File: src/rtl/frv_asi_issue_if.sv
// ASI handshake bundle between the issue sequencer (master) and the ASI unit (slave).
interface frv_asi_issue_if #(
  parameter int XLEN = 32,
  parameter int UOPW = 5
);
  logic            asi_valid;
  logic            asi_flush;
  logic            asi_ready;
  logic [UOPW-1:0] asi_uop;
  logic [XLEN-1:0] asi_rs1;
  logic [XLEN-1:0] asi_rs2;
  logic [1:0]      asi_shamt;
  logic [XLEN-1:0] asi_result;

  modport master (
    output asi_valid, asi_flush, asi_uop, asi_rs1, asi_rs2, asi_shamt,
    input  asi_ready, asi_result
  );

  modport slave (
    input  asi_valid, asi_flush, asi_uop, asi_rs1, asi_rs2, asi_shamt,
    output asi_ready, asi_result
  );
endinterface

File: src/rtl/frv_asi_issue.sv
// ASI issue/retire sequencer: registers one operation, holds it on the ASI bus until
// asi_ready (or watchdog timeout), then presents the result to writeback.
module frv_asi_issue #(
  parameter int XLEN     = 32,
  parameter int UOPW     = 5,
  parameter int MAX_WAIT = 16
) (
  input  logic                g_clk,
  input  logic                g_resetn,
  input  logic                flush,
  input  logic                s_valid,
  output logic                s_ready,
  input  logic [UOPW-1:0]     s_uop,
  input  logic [XLEN-1:0]     s_rs1,
  input  logic [XLEN-1:0]     s_rs2,
  input  logic [1:0]          s_shamt,
  input  logic [4:0]          s_rd,
  frv_asi_issue_if.master     asi,
  output logic                m_valid,
  input  logic                m_ready,
  output logic [4:0]          m_rd,
  output logic [XLEN-1:0]     m_result,
  output logic                m_err
);

  localparam int WW = $clog2(MAX_WAIT) + 1;
  localparam logic [WW-1:0] WLAST = WW'(MAX_WAIT - 1);

  typedef enum logic [1:0] {
    IDLE = 2'd0,
    EXEC = 2'd1,
    HOLD = 2'd2
  } state_t;

  state_t          state_q, state_d;
  logic [WW-1:0]   wcnt_q, wcnt_d;
  logic [UOPW-1:0] uop_q, uop_d;
  logic [XLEN-1:0] rs1_q, rs1_d;
  logic [XLEN-1:0] rs2_q, rs2_d;
  logic [1:0]      shamt_q, shamt_d;
  logic [4:0]      rd_q, rd_d;
  logic [XLEN-1:0] result_q, result_d;
  logic            err_q, err_d;

  logic in_exec, xfer, timeout;

  always_comb begin
    in_exec = (state_q == EXEC);
    s_ready = !flush && ((state_q == IDLE) || ((state_q == HOLD) && m_ready));
    xfer    = s_valid && s_ready;
    timeout = in_exec && !flush && !asi.asi_ready && (wcnt_q == WLAST);
  end

  // Operands are zeroed outside EXEC so the ASI datapaths see no toggling.
  always_comb begin
    asi.asi_valid = in_exec;
    asi.asi_flush = in_exec && (flush || timeout);
    asi.asi_uop   = in_exec ? uop_q   : '0;
    asi.asi_rs1   = in_exec ? rs1_q   : '0;
    asi.asi_rs2   = in_exec ? rs2_q   : '0;
    asi.asi_shamt = in_exec ? shamt_q : '0;
    m_valid       = (state_q == HOLD);
    m_rd          = rd_q;
    m_result      = result_q;
    m_err         = err_q;
  end

  always_comb begin
    state_d  = state_q;
    wcnt_d   = wcnt_q;
    uop_d    = uop_q;
    rs1_d    = rs1_q;
    rs2_d    = rs2_q;
    shamt_d  = shamt_q;
    rd_d     = rd_q;
    result_d = result_q;
    err_d    = err_q;

    // xfer already excludes flush, so capture is shared by IDLE and HOLD.
    if (xfer) begin
      uop_d   = s_uop;
      rs1_d   = s_rs1;
      rs2_d   = s_rs2;
      shamt_d = s_shamt;
      rd_d    = s_rd;
      wcnt_d  = '0;
    end

    unique case (state_q)
      IDLE: begin
        if (xfer) state_d = EXEC;
      end
      EXEC: begin
        if (flush) begin
          state_d = IDLE;
        end else if (asi.asi_ready) begin
          result_d = asi.asi_result;
          err_d    = 1'b0;
          state_d  = HOLD;
        end else if (timeout) begin
          result_d = '0;
          err_d    = 1'b1;
          state_d  = HOLD;
        end else begin
          wcnt_d = wcnt_q + 1'b1;
        end
      end
      HOLD: begin
        if (flush)        state_d = IDLE;
        else if (xfer)    state_d = EXEC;
        else if (m_ready) state_d = IDLE;
      end
      default: state_d = IDLE;
    endcase
  end

  always_ff @(posedge g_clk or negedge g_resetn) begin
    if (!g_resetn) begin
      state_q  <= IDLE;
      wcnt_q   <= '0;
      uop_q    <= '0;
      rs1_q    <= '0;
      rs2_q    <= '0;
      shamt_q  <= '0;
      rd_q     <= '0;
      result_q <= '0;
      err_q    <= 1'b0;
    end else begin
      state_q  <= state_d;
      wcnt_q   <= wcnt_d;
      uop_q    <= uop_d;
      rs1_q    <= rs1_d;
      rs2_q    <= rs2_d;
      shamt_q  <= shamt_d;
      rd_q     <= rd_d;
      result_q <= result_d;
      err_q    <= err_d;
    end
  end

endmodule

File: src/flat_wrapper.sv
// flat-port wrapper written by rule: the top's interface ports become plain ports
module frv_asi_issue_flat 
#(
  parameter int XLEN     = 32,
  parameter int UOPW     = 5,
  parameter int MAX_WAIT = 16
)
  (g_clk, g_resetn, flush, s_valid, s_ready, s_uop, s_rs1, s_rs2, s_shamt, s_rd, m_valid, m_ready, m_rd, m_result, m_err, asi_asi_valid, asi_asi_flush, asi_asi_uop, asi_asi_rs1, asi_asi_rs2, asi_asi_shamt, asi_asi_ready, asi_asi_result);
  frv_asi_issue_if #(.XLEN(XLEN), .UOPW(UOPW)) asi_i ();
  input  logic g_clk;
  input  logic g_resetn;
  input  logic flush;
  input  logic s_valid;
  output logic s_ready;
  input  logic [UOPW-1:0] s_uop;
  input  logic [XLEN-1:0] s_rs1;
  input  logic [XLEN-1:0] s_rs2;
  input  logic [1:0] s_shamt;
  input  logic [4:0] s_rd;
  output logic m_valid;
  input  logic m_ready;
  output logic [4:0] m_rd;
  output logic [XLEN-1:0] m_result;
  output logic m_err;
  output wire logic [$bits(asi_i.asi_valid)-1:0] asi_asi_valid;
  output wire logic [$bits(asi_i.asi_flush)-1:0] asi_asi_flush;
  output wire logic [$bits(asi_i.asi_uop)-1:0] asi_asi_uop;
  output wire logic [$bits(asi_i.asi_rs1)-1:0] asi_asi_rs1;
  output wire logic [$bits(asi_i.asi_rs2)-1:0] asi_asi_rs2;
  output wire logic [$bits(asi_i.asi_shamt)-1:0] asi_asi_shamt;
  input wire logic [$bits(asi_i.asi_ready)-1:0] asi_asi_ready;
  input wire logic [$bits(asi_i.asi_result)-1:0] asi_asi_result;
  assign asi_asi_valid = asi_i.asi_valid;
  assign asi_asi_flush = asi_i.asi_flush;
  assign asi_asi_uop = asi_i.asi_uop;
  assign asi_asi_rs1 = asi_i.asi_rs1;
  assign asi_asi_rs2 = asi_i.asi_rs2;
  assign asi_asi_shamt = asi_i.asi_shamt;
  assign asi_i.asi_ready = asi_asi_ready;
  assign asi_i.asi_result = asi_asi_result;
  frv_asi_issue #(.XLEN(XLEN), .UOPW(UOPW), .MAX_WAIT(MAX_WAIT)) u_core (.g_clk(g_clk), .g_resetn(g_resetn), .flush(flush), .s_valid(s_valid), .s_ready(s_ready), .s_uop(s_uop), .s_rs1(s_rs1), .s_rs2(s_rs2), .s_shamt(s_shamt), .s_rd(s_rd), .asi(asi_i), .m_valid(m_valid), .m_ready(m_ready), .m_rd(m_rd), .m_result(m_result), .m_err(m_err));
endmodule
File: config.mk
export PLATFORM = sky130hd
export DESIGN_NAME = frv_asi_issue_flat
export DESIGN_NICKNAME = d
export VERILOG_FILES = /design/src/rtl/frv_asi_issue_if.sv /design/src/rtl/frv_asi_issue.sv /design/src/flat_wrapper.sv
export SDC_FILE = /design/constraint.sdc
export NUM_CORES = 1
export LEC_CHECK = 0
export CAP_MARGIN = 20
export CORE_UTILIZATION = 42
export DETAILED_ROUTE_END_ITERATION = 16
export PLACE_DENSITY = 0.82
export SETUP_SLACK_MARGIN = 0.2
export SLEW_MARGIN = 20
export SYNTH_ARGS = -nofsm -noshare
export SYNTH_HDL_FRONTEND = slang
export SYNTH_SLANG_ARGS = --single-unit
export TNS_END_PERCENT = 30
File: constraint.sdc
create_clock -name g_clk -period 2 [get_ports g_clk]
set_input_delay 0.4 -clock g_clk [delete_from_list [all_inputs] [get_ports g_clk]]
set_output_delay 0.4 -clock g_clk [all_outputs]
set_load 0.05 [all_outputs]
==> results of run 1 <==
-- flip-flops by register name, summed over array words and instances (netlist names) --
name,flops
u_core.m_err,1
u_core.m_rd,5
u_core.m_result,32
u_core.rs1_q,32
u_core.rs2_q,32
u_core.shamt_q,2
u_core.state_q,2
u_core.uop_q,5
u_core.wcnt_q,5
-- critical path, delay by kind of cell (launching register included) --
family	cells	cell delay [ns]
AOI/OAI and AO/OA	1	0.21
adders and majority gates	2	0.36
DFF	1	0.39
and+or+nand+nor	2	0.29
buffers and inverters	1	0.15
-- per-stage QoR --
stage                     std cells  worst slack, ns  power [uW]  setup TNS (ns)  area (um^2)
after global placement          709          0.07189        6570               0         8275
after detailed placement        709         -0.04646        6675         -0.8731         8275
final                           776          -0.2137       10080          -10.58         9707
after floorplan                 353           0.1835        5135               0         5156
after global routing            776          -0.2567       10440          -16.35         9707
after CTS                       772          -0.2081       10070          -8.131         9646
-- layer usage --
layer	vias up	GRT usage	routed length, um
met2	188	0.4716	8483
li1	1769	-	-
met3	27	0.06210	923
met4	0	0.1093	399
met1	2007	0.3132	6142
met5	-	0	0
-- repair_timing --
action                                  CTS  global route
pin swaps                                81            21
endpoints found under the setup margin  145           112
buffers inserted                         18             3
hold buffers                              1             0
cloned                                   12             1
hold endpoints to repair                 28             0
resized for setup                       137             1
-- path summary, 6_finish.rpt --
path,start,end,slack [ns],depth (start not counted)
setup / recovery,u_core.wcnt_q[0]$_DFF_PN0_,asi_asi_flush,-0.21,6
hold / removal,g_resetn,u_core.rs1_q[15]$_DFFE_PN0P_,0.47,2
setup reg to reg,u_core.wcnt_q[0]$_DFF_PN0_,u_core.m_result[9]$_DFFE_PN0P_,-0.09,6
hold reg to reg,u_core.m_rd[4]$_DFFE_PN0P_,u_core.m_rd[4]$_DFFE_PN0P_,0.50,1
max in group asynchronous,g_resetn,u_core.state_q[1]$_DFFE_PN0P_,0.91,3
min in group g_clk,u_core.m_rd[4]$_DFFE_PN0P_,u_core.m_rd[4]$_DFFE_PN0P_,0.50,1
-- layout make-up --
type                    count  area (um^2)
repair buffers            271         3766
well taps                 143        178.9
multi-input cells         210         2241
clock buffers              19        442.9
inverters                   4        15.01
flip-flops and latches    116         2904
clock inverters            13        158.9
fillers                   606         1956
-- synth_stat cells --
| library cell | count | area (um^2) |
|---|---|---|
| sky130_fd_sc_hd__nand2_1 | 1 | 3.750 |
| sky130_fd_sc_hd__o21ai_4 | 1 | 16.27 |
| sky130_fd_sc_hd__mux2_2 | 36 | 405.4 |
| sky130_fd_sc_hd__nand4b_1 | 1 | 8.760 |
| sky130_fd_sc_hd__buf_2 | 3 | 15.01 |
| sky130_fd_sc_hd__dfrtp_1 | 116 | 2903 |
| sky130_fd_sc_hd__and2_4 | 1 | 8.760 |
| sky130_fd_sc_hd__a22o_2 | 25 | 250.2 |
| sky130_fd_sc_hd__nor3b_4 | 1 | 18.77 |
| sky130_fd_sc_hd__clkbuf_1 | 8 | 30.03 |
| sky130_fd_sc_hd__mux2_4 | 40 | 600.6 |
| sky130_fd_sc_hd__and2_1 | 72 | 450.4 |
| sky130_fd_sc_hd__buf_6 | 7 | 78.83 |
| sky130_fd_sc_hd__nand3_1 | 2 | 10.01 |
| sky130_fd_sc_hd__o22ai_1 | 1 | 6.260 |
| sky130_fd_sc_hd__nand2b_1 | 2 | 12.51 |
| sky130_fd_sc_hd__nor2b_1 | 2 | 12.51 |
| sky130_fd_sc_hd__a21oi_1 | 1 | 5.000 |
| sky130_fd_sc_hd__o211ai_1 | 1 | 7.510 |
| sky130_fd_sc_hd__buf_4 | 1 | 7.510 |
| sky130_fd_sc_hd__a22o_1 | 7 | 61.31 |
| sky130_fd_sc_hd__o221ai_1 | 1 | 8.760 |
| sky130_fd_sc_hd__buf_12 | 4 | 80.08 |
| sky130_fd_sc_hd__inv_1 | 4 | 15.01 |
| sky130_fd_sc_hd__and3_1 | 2 | 12.51 |
| sky130_fd_sc_hd__o21a_1 | 1 | 7.510 |
| sky130_fd_sc_hd__a32o_1 | 1 | 10.01 |
| sky130_fd_sc_hd__nand4_1 | 2 | 12.51 |
| sky130_fd_sc_hd__o21ai_0 | 1 | 5.000 |
| sky130_fd_sc_hd__nor2_1 | 3 | 11.26 |
| sky130_fd_sc_hd__o31ai_1 | 1 | 7.510 |
| sky130_fd_sc_hd__ha_1 | 2 | 25.02 |
| sky130_fd_sc_hd__mux2i_1 | 1 | 10.01 |
| sky130_fd_sc_hd__and2b_1 | 1 | 7.510 |
-- power by group --
group / internal (uW) / switching [uW] / total [uW] / leakage [uW]
sequential: 2860 / 311 / 3170 / 0.00140
clock: 1980 / 1120 / 3110 / 0.000277
combinational: 1870 / 1920 / 3800 / 0.00275
total: 6720 / 3360 / 10100 / 0.00443
-- logic make-up (layout without fill, tap and decap cells) --
logic type                 after synthesis  count (layout)  share of synthesized area
DFF                                    116             116                     0.5664
and+or+nand+nor                         90              90                     0.1111
muxes                                   77              77                     0.1982
AOI/OAI and AO/OA                       41              41                    0.07520
buffers and inverters                   27             307                    0.04419
adders and majority gates                2               2                   0.004882
==> flow_summary.yaml, run 1 <==
sta:
  max_freq_mhz: 451.7
  finalClockSkew_ns: 0.006044
  timing.max_slew.rel_slack: 0.4473
  tightestPinTransition_ns: 0.8259
  setup_repair_after_global_routing_missed_its_margin: "true"
  slew_viol_final: 0
  finalWorstPathRequiredPeriod_ns: 2.214
  setup_slack_ns: -0.2137
  setup_viol: 106
  finalHoldViolations: 0
  fin_hold_ws_ns: 0.4664
  timing.final.crit_share: 1.107
critical_path:
  worst_setup_path_start_kind: "register"
  timing.critical_path.slowest_stage_cell: "sky130_fd_sc_hd__dfrtp_1"
  worst_ep_arrival_time_ns: 1.81
  timing.setup.critical_path_class: "reg2out"
  critPathMaxFanout: 2
  worst_ep_required_time_ns: 1.60
  critical_path.endpoint_type: "output pin"
  critical_path.max_stage_delay_ns: 0.39
  crit_path_cell_chain: "ha_2, and3_4, ha_4, nor2b_4, o21a_2, buf_8"
drt:
  viasPerCell: 5.143
  routedWlPerCell_um: 20.55
  ant_nets: 0
  drt-pass1-iter-count: 4
  route.detailed.drc: 0
  routed_wirelength_um: 15950
  total_number_of_vias: 3991
  drt_initial_violations: 199
place:
  io_buffer_count: 226
  hpwlAfterDp_um: 9620
  place_congestion: 0.7943
final_layout:
  final_util: 0.8323
  layout_stage_area_growth_over_the_synthesis_result_pct: 89.40
  finish.net_count: 736
  final_layout_size_suffix_gt1_frac: 0.5340
  final_common_cell: "sky130_fd_sc_hd__dfrtp_1"
  layout.cells.most_common_list: "115 x sky130_fd_sc_hd__dfrtp_1, 112 x sky130_fd_sc_hd__clkdlybuf4s50_1, 88 x sky130_fd_sc_hd__buf_12"
  diodes: 0
floorplanning:
  rows: 39
  core_um2: 11660
  floorplan.die.width_um: 112.5
  initial_utilization: 0.4394
  chipHeight_um: 112.5
  ioPinCount: 227
  die_area_um2: 12650
job:
  drv.max_cap_violation_count: 0
global_routing:
  first_global_vias: 4406
  grt_first_pass_wirelength_um: 25090
  total_routing_usage_gr: 0.2670
  grt_start_max_net_pins: 48
  overflow: 0
  grt_antenna_before_repair: 0
synth:
  yosysWarningCount: 0
  synth_sequential_area_ratio: 0.5664
  ys_types: 34
  avgSynthCellArea_um2: 14.52
  synth_cells: 353
  post_synth_instance_area_um2: 5125
  yosys_register_bits: 116
  synth.net_count: 469
worst_hold_path:
  hold_class: "in2async"
clock_tree:
  h-tree-depth: 4
  cts-buffers-inserted: 17
  cell_chosen_for_the_clock_root: "sky130_fd_sc_hd__clkbuf_16"
  clkSlewWorstSetupHoldPaths_ns: 0.06
  clk_latency_ns: 0.41
  tritoncts: "yes"
  cts_num_sinks: 116
  cts_max_path_buffers: 2
run_status:
  failed_checks: "setup timing"
  run_status: "finished with violations"
power:
  vdd_ir_drop_max_uv: 725.3
  total_power_divided_by_cell_area_nw_per_um2: 1038
  power.leakage_uw: 0.004429
(Power assumes the default switching activity.)
==> run 2: changes to the inputs <==
Settings changed: CTS_BUF_LIST from default to sky130_fd_sc_hd__clkbuf_4 sky130_fd_sc_hd__clkbuf_8 sky130_fd_sc_hd__clkbuf_16, SKIP_CTS_REPAIR_TIMING from default to 1.
==> run 2 against run 1 <==
The run still ends with setup timing left; sequential power hardly changed; combinational power is 5% lower; register-to-register slack worse by 0.05 ns; setup slack worse by 0.0029 ns; sequential share of layout area is 1.3 points higher; fmax is 0.13% lower; count of clock-buffer cells in the layout stayed put; power is 2.0% lower; global-route usage is 3.8 points lower.
==> flow_summary.yaml, run 2 (synthesis gave the netlist of run 1 again) <==
run_status:
  run_status: "finished with violations"
  failed_checks: "setup timing"
critical_path:
  timing.critical_path.slowest_stage_cell: "sky130_fd_sc_hd__dfrtp_1"
  critical_path.endpoint_type: "output pin"
  critPathMaxFanout: 3
  crit_path_cell_chain: "ha_2, and3_4, ha_4, nor2b_4, o21a_2, buf_8"
  timing.setup.critical_path_class: "reg2out"
  critical_path_buf_inv_count: 1
  critical_path.max_stage_delay_ns: 0.39
  worst_ep_arrival_time_ns: 1.82
  critPathTopFamily: "flip-flops"
  critical_path.reg2reg.startpoint: "u_core.wcnt_q[1]$_DFF_PN0_"
  worst_ep_required_time_ns: 1.60
  timing.critical_path.depth: 6
  worst_setup_path_start_kind: "register"
  worstSetupStartpoint: "u_core.wcnt_q[1]$_DFF_PN0_"
  reg2regPathDepth: 6
sta:
  finalHoldViolations: 0
  setup_viol: 86
  setup_slack_ns: -0.2166
  timing.max_slew.rel_slack: 0.4166
  timing.final.crit_share: 1.108
  slew_viol_final: 0
  finalWorstPathRequiredPeriod_ns: 2.217
  finalClockSkew_ns: 0.006459
  tightestPinTransition_ns: 0.8718
  setup_repair_after_global_routing_missed_its_margin: "true"
  max_freq_mhz: 451.1
final_layout:
  final_area_um2: 9298
  register_area_um2: 2904
  diodes: 0
  final_layout_size_suffix_gt1_frac: 0.5016
  multi_input_area_um2: 2195
  fill_cells: 636
  final_common_cell: "sky130_fd_sc_hd__dfrtp_1"
  layout.cells.most_common_list: "115 x sky130_fd_sc_hd__dfrtp_1, 112 x sky130_fd_sc_hd__clkdlybuf4s50_1, 80 x sky130_fd_sc_hd__buf_12"
  finish.net_count: 713
  layout_stage_area_growth_over_the_synthesis_result_pct: 81.42
  final_util: 0.7972
  finalNonFillerCells: 753
place:
  pre_cts_slack_ns: -0.04646
  hpwlAfterDp_um: 9620
  placed_cell_area_um2: 8275
  io_buffer_count: 226
  post-place-cells: 709
  place_congestion: 0.7943
drt:
  routed_wirelength_um: 14390
  ant_nets: 0
  drt_initial_violations: 182
  route.detailed.drc: 0
  drt-pass1-iter-count: 4
  viasPerCell: 5.046
  routedWlPerCell_um: 19.11
  total_number_of_vias: 3800
floorplanning:
  initial_utilization: 0.4394
  chipHeight_um: 112.5
  ioPinCount: 227
  die_area_um2: 12650
  rows: 39
  floorplan.die.width_um: 112.5
  core_um2: 11660
clock_tree:
  cts_max_path_buffers: 2
  clkSlewWorstSetupHoldPaths_ns: 0.05
  cts-buffers-inserted: 17
  cts_num_sinks: 116
  h-tree-depth: 4
  tritoncts: "yes"
  cell_chosen_for_the_clock_root: "sky130_fd_sc_hd__clkbuf_16"
  clk_latency_ns: 0.41
power:
  power.leakage_uw: 0.004553
  total_power_divided_by_cell_area_nw_per_um2: 1062
  post-layout-total-power_uw: 9876
  vdd_ir_drop_max_uv: 731.8
job:
  drv.max_cap_violation_count: 0
global_routing:
  grt_first_pass_wirelength_um: 22030
  total_routing_usage_gr: 0.2293
  grt_antenna_before_repair: 0
  first_global_vias: 4104
  grt_start_max_net_pins: 48
  overflow: 0
worst_hold_path:
  hold_class: "in2async"
run 2: report_power, final:
part | internal (uW) | switching (uW) | total (uW)
registers | 2860 | 298 | 3160
logic | 1780 | 1850 | 3620
clock network | 2000 | 1090 | 3090
run 2: cell type report:
cell class	instances	area share
Timing Repair Buffer	248	0.3656
Sequential cell	116	0.3123
Tap cell	143	0.01924
Clock inverter	13	0.01709
Clock buffer	19	0.04804
Multi-Input combinational cell	210	0.2360
Inverter	4	0.001615
run 2: through the flow:
| stage | hold slack [ns] | setup TNS, ns |
|---|---|---|
| floorplan | 0.1044 | 0 |
| global placement | 0.3593 | 0 |
| detailed placement | 0.3649 | -0.8731 |
| CTS | -0.06990 | -6.506 |
| global route | 0.4937 | -11.77 |
| finish | 0.4700 | -5.835 |
run 2: final timing paths:
| kind | endpoint | slack, ns |
|---|---|---|
| max | asi_asi_flush | -0.22 |
| max in group asynchronous | u_core.state_q[1]$_DFFE_PN0P_ | 0.93 |
| min | u_core.rs1_q[15]$_DFFE_PN0P_ | 0.47 |
| min reg2reg | u_core.m_rd[4]$_DFFE_PN0P_ | 0.50 |
| max reg2reg | u_core.m_result[30]$_DFFE_PN0P_ | -0.14 |
| min in group g_clk | u_core.m_rd[4]$_DFFE_PN0P_ | 0.50 |
run 2: routing by layer:
| metal | share of wire | vias to the layer above | track usage |
|---|---|---|---|
| li1 | - | 1713 | - |
| met1 | 0.40 | 1914 | 0.2714 |
| met2 | 0.53 | 157 | 0.3896 |
| met3 | 0.064 | 16 | 0.07667 |
| met4 | 0.013 | 0 | 0.08178 |
| met5 | 0 | - | 0 |
==> run 3: changes to the inputs <==
==> constraint.sdc (replaced) <==
create_clock -name g_clk -period 2 [get_ports g_clk]
set_input_delay 0.4 -clock g_clk [delete_from_list [all_inputs] [get_ports g_clk]]
set_output_delay 0.4 -clock g_clk [all_outputs]
set_load 0.1 [all_outputs]
==> run 3 against run 2 <==
The run still ends with setup timing left; die area did not move; clock power about the same; combinational power is 36% higher; sequential power barely moved; global-route usage fell by 0.57 points; largest power group unchanged.
==> flow_summary.yaml, run 3 (synthesis gave the netlist of run 1 again) <==
run_status:
  run_status: "finished with violations"
  failed_checks: "setup timing"
power:
  power.sequential.fraction: 0.284
  power.leakage_uw: 0.004151
  power_frac_comb: 0.440
  netSwitchingPower_uw: 4614
  vdd_ir_drop_max_uv: 670.6
  power_switching_share: 0.4120
  total_power_divided_by_cell_area_nw_per_um2: 1222
  p_int_uw: 6585
  power_frac_clock: 0.276
global_routing:
  overflow: 0
  total_routing_usage_gr: 0.2235
  grt_start_max_net_pins: 65
  grt_first_pass_wirelength_um: 21590
  grt_antenna_before_repair: 0
  first_global_vias: 4065
floorplanning:
  floorplan.die.width_um: 112.5
  core_um2: 11660
  die_area_um2: 12650
  ioPinCount: 227
  chipHeight_um: 112.5
  rows: 39
  initial_utilization: 0.4394
clock_tree:
  clk_latency_ns: 0.41
  cts_max_path_buffers: 2
  cts_num_sinks: 116
  cts-buffers-inserted: 17
  tritoncts: "yes"
  cell_chosen_for_the_clock_root: "sky130_fd_sc_hd__clkbuf_16"
  clkSlewWorstSetupHoldPaths_ns: 0.06
  h-tree-depth: 4
critical_path:
  worst_ep_required_time_ns: 1.60
  timing.setup.critical_path_class: "reg2out"
  worst_setup_path_start_kind: "register"
  critPathMaxFanout: 4
  worst_ep_arrival_time_ns: 1.82
  critical_path.endpoint_type: "output pin"
final_layout:
  finish.net_count: 718
  final_area_um2: 9164
  fill_cells: 656
  final_layout_size_suffix_gt1_frac: 0.5821
  layout.cells.most_common_list: "115 x sky130_fd_sc_hd__dfrtp_1, 112 x sky130_fd_sc_hd__clkdlybuf4s50_1, 79 x sky130_fd_sc_hd__buf_12"
  final_common_cell: "sky130_fd_sc_hd__dfrtp_1"
  layout_stage_area_growth_over_the_synthesis_result_pct: 78.81
  multi_input_area_um2: 2226
  register_area_um2: 2904
  diodes: 0
place:
  hpwlAfterDp_um: 9510
  pre_cts_slack_ns: -0.03276
  io_buffer_count: 226
  place_congestion: 0.7733
  placed_cell_area_um2: 8312
sta:
  timing.max_slew.rel_slack: 0.4446
  finalWorstPathRequiredPeriod_ns: 2.223
  slew_viol_final: 0
  setup_repair_after_global_routing_missed_its_margin: "true"
  max_freq_mhz: 449.9
  finalClockSkew_ns: 0.005306
  tightestPinTransition_ns: 0.8299
  finalHoldViolations: 0
  timing.final.crit_share: 1.111
  setup_viol: 72
  setup_slack_ns: -0.2227
drt:
  drt-pass1-iter-count: 4
  routed_wirelength_um: 14570
  drt_initial_violations: 204
  total_number_of_vias: 3827
  viasPerCell: 5.049
  route.detailed.drc: 0
  routedWlPerCell_um: 19.22
  ant_nets: 0
job:
  drv.max_cap_violation_count: 0
worst_hold_path:
  hold_class: "in2async"
==> run 3: layout make-up <==
| cell class | instances | area share |
|---|---|---|
| inverter | 4 | 0.001638 |
| clock buffer | 17 | 0.04642 |
| multi-input combinational | 210 | 0.2429 |
| tap | 143 | 0.01952 |
| timing repair buffer | 253 | 0.3527 |
| sequential | 116 | 0.3169 |
| clock inverter | 15 | 0.01993 |
==> run 3: power by group through the flow <==
| stage | registers (uW) | logic (uW) | clock network (uW) |
|---|---|---|---|
| 3_3_place_gp | 3150 | 4730 | 0 |
| 2_1_floorplan | 4580 | 1920 | 0 |
| 6_report | 3180 | 4930 | 3090 |
| 3_5_place_dp | 3180 | 4800 | 0 |
| 4_1_cts | 3150 | 4810 | 3140 |
| 5_1_grt | 3220 | 5060 | 3280 |
==> run 3: final timing paths <==
kind	end	cells after the start	from	slack, ns
max	asi_asi_flush	6	u_core.wcnt_q[0]$_DFF_PN0_	-0.22
min	u_core.m_result[5]$_DFFE_PN0P_	2	g_resetn	0.49
max reg2reg	u_core.m_result[12]$_DFFE_PN0P_	5	u_core.wcnt_q[0]$_DFF_PN0_	0.06
min reg2reg	u_core.shamt_q[0]$_DFFE_PN0P_	1	u_core.shamt_q[0]$_DFFE_PN0P_	0.50
max in group asynchronous	u_core.state_q[1]$_DFFE_PN0P_	3	g_resetn	0.79
min in group g_clk	u_core.shamt_q[0]$_DFFE_PN0P_	1	u_core.shamt_q[0]$_DFFE_PN0P_	0.50
==> run 3: per-layer routing <==
metal / vias to the layer above / track usage / routed length [um]
met5: - / 0 / 0
li1: 1728 / - / -
met4: 0 / 0.08178 / 182
met2: 147 / 0.3764 / 7505
met3: 13 / 0.09071 / 1022
met1: 1939 / 0.2566 / 5856
==> run 3: critical path, cell delays in order (launching register included) <==
cell and delay [ns]:
sky130_fd_sc_hd__dfrtp_1 0.39, sky130_fd_sc_hd__ha_2 0.18, sky130_fd_sc_hd__and3_4 0.19, sky130_fd_sc_hd__ha_4 0.17, sky130_fd_sc_hd__nor2b_4 0.12, sky130_fd_sc_hd__o21a_4 0.20, sky130_fd_sc_hd__buf_12 0.16
==> run 3: metrics by stage <==
step	hold WS (ns)	power, uW	TNS [ns]	instances	utilization
final	0.4898	11200	-6.188	758	0.7858
after global routing	0.5121	11560	-11.80	758	0.7858
after CTS	-0.06129	11100	-6.567	744	0.7648
after global placement	0.3639	7882	0	712	0.7127
after detailed placement	0.3788	7977	-0.5846	712	0.7127
after floorplan	0.1044	6493	0	353	-
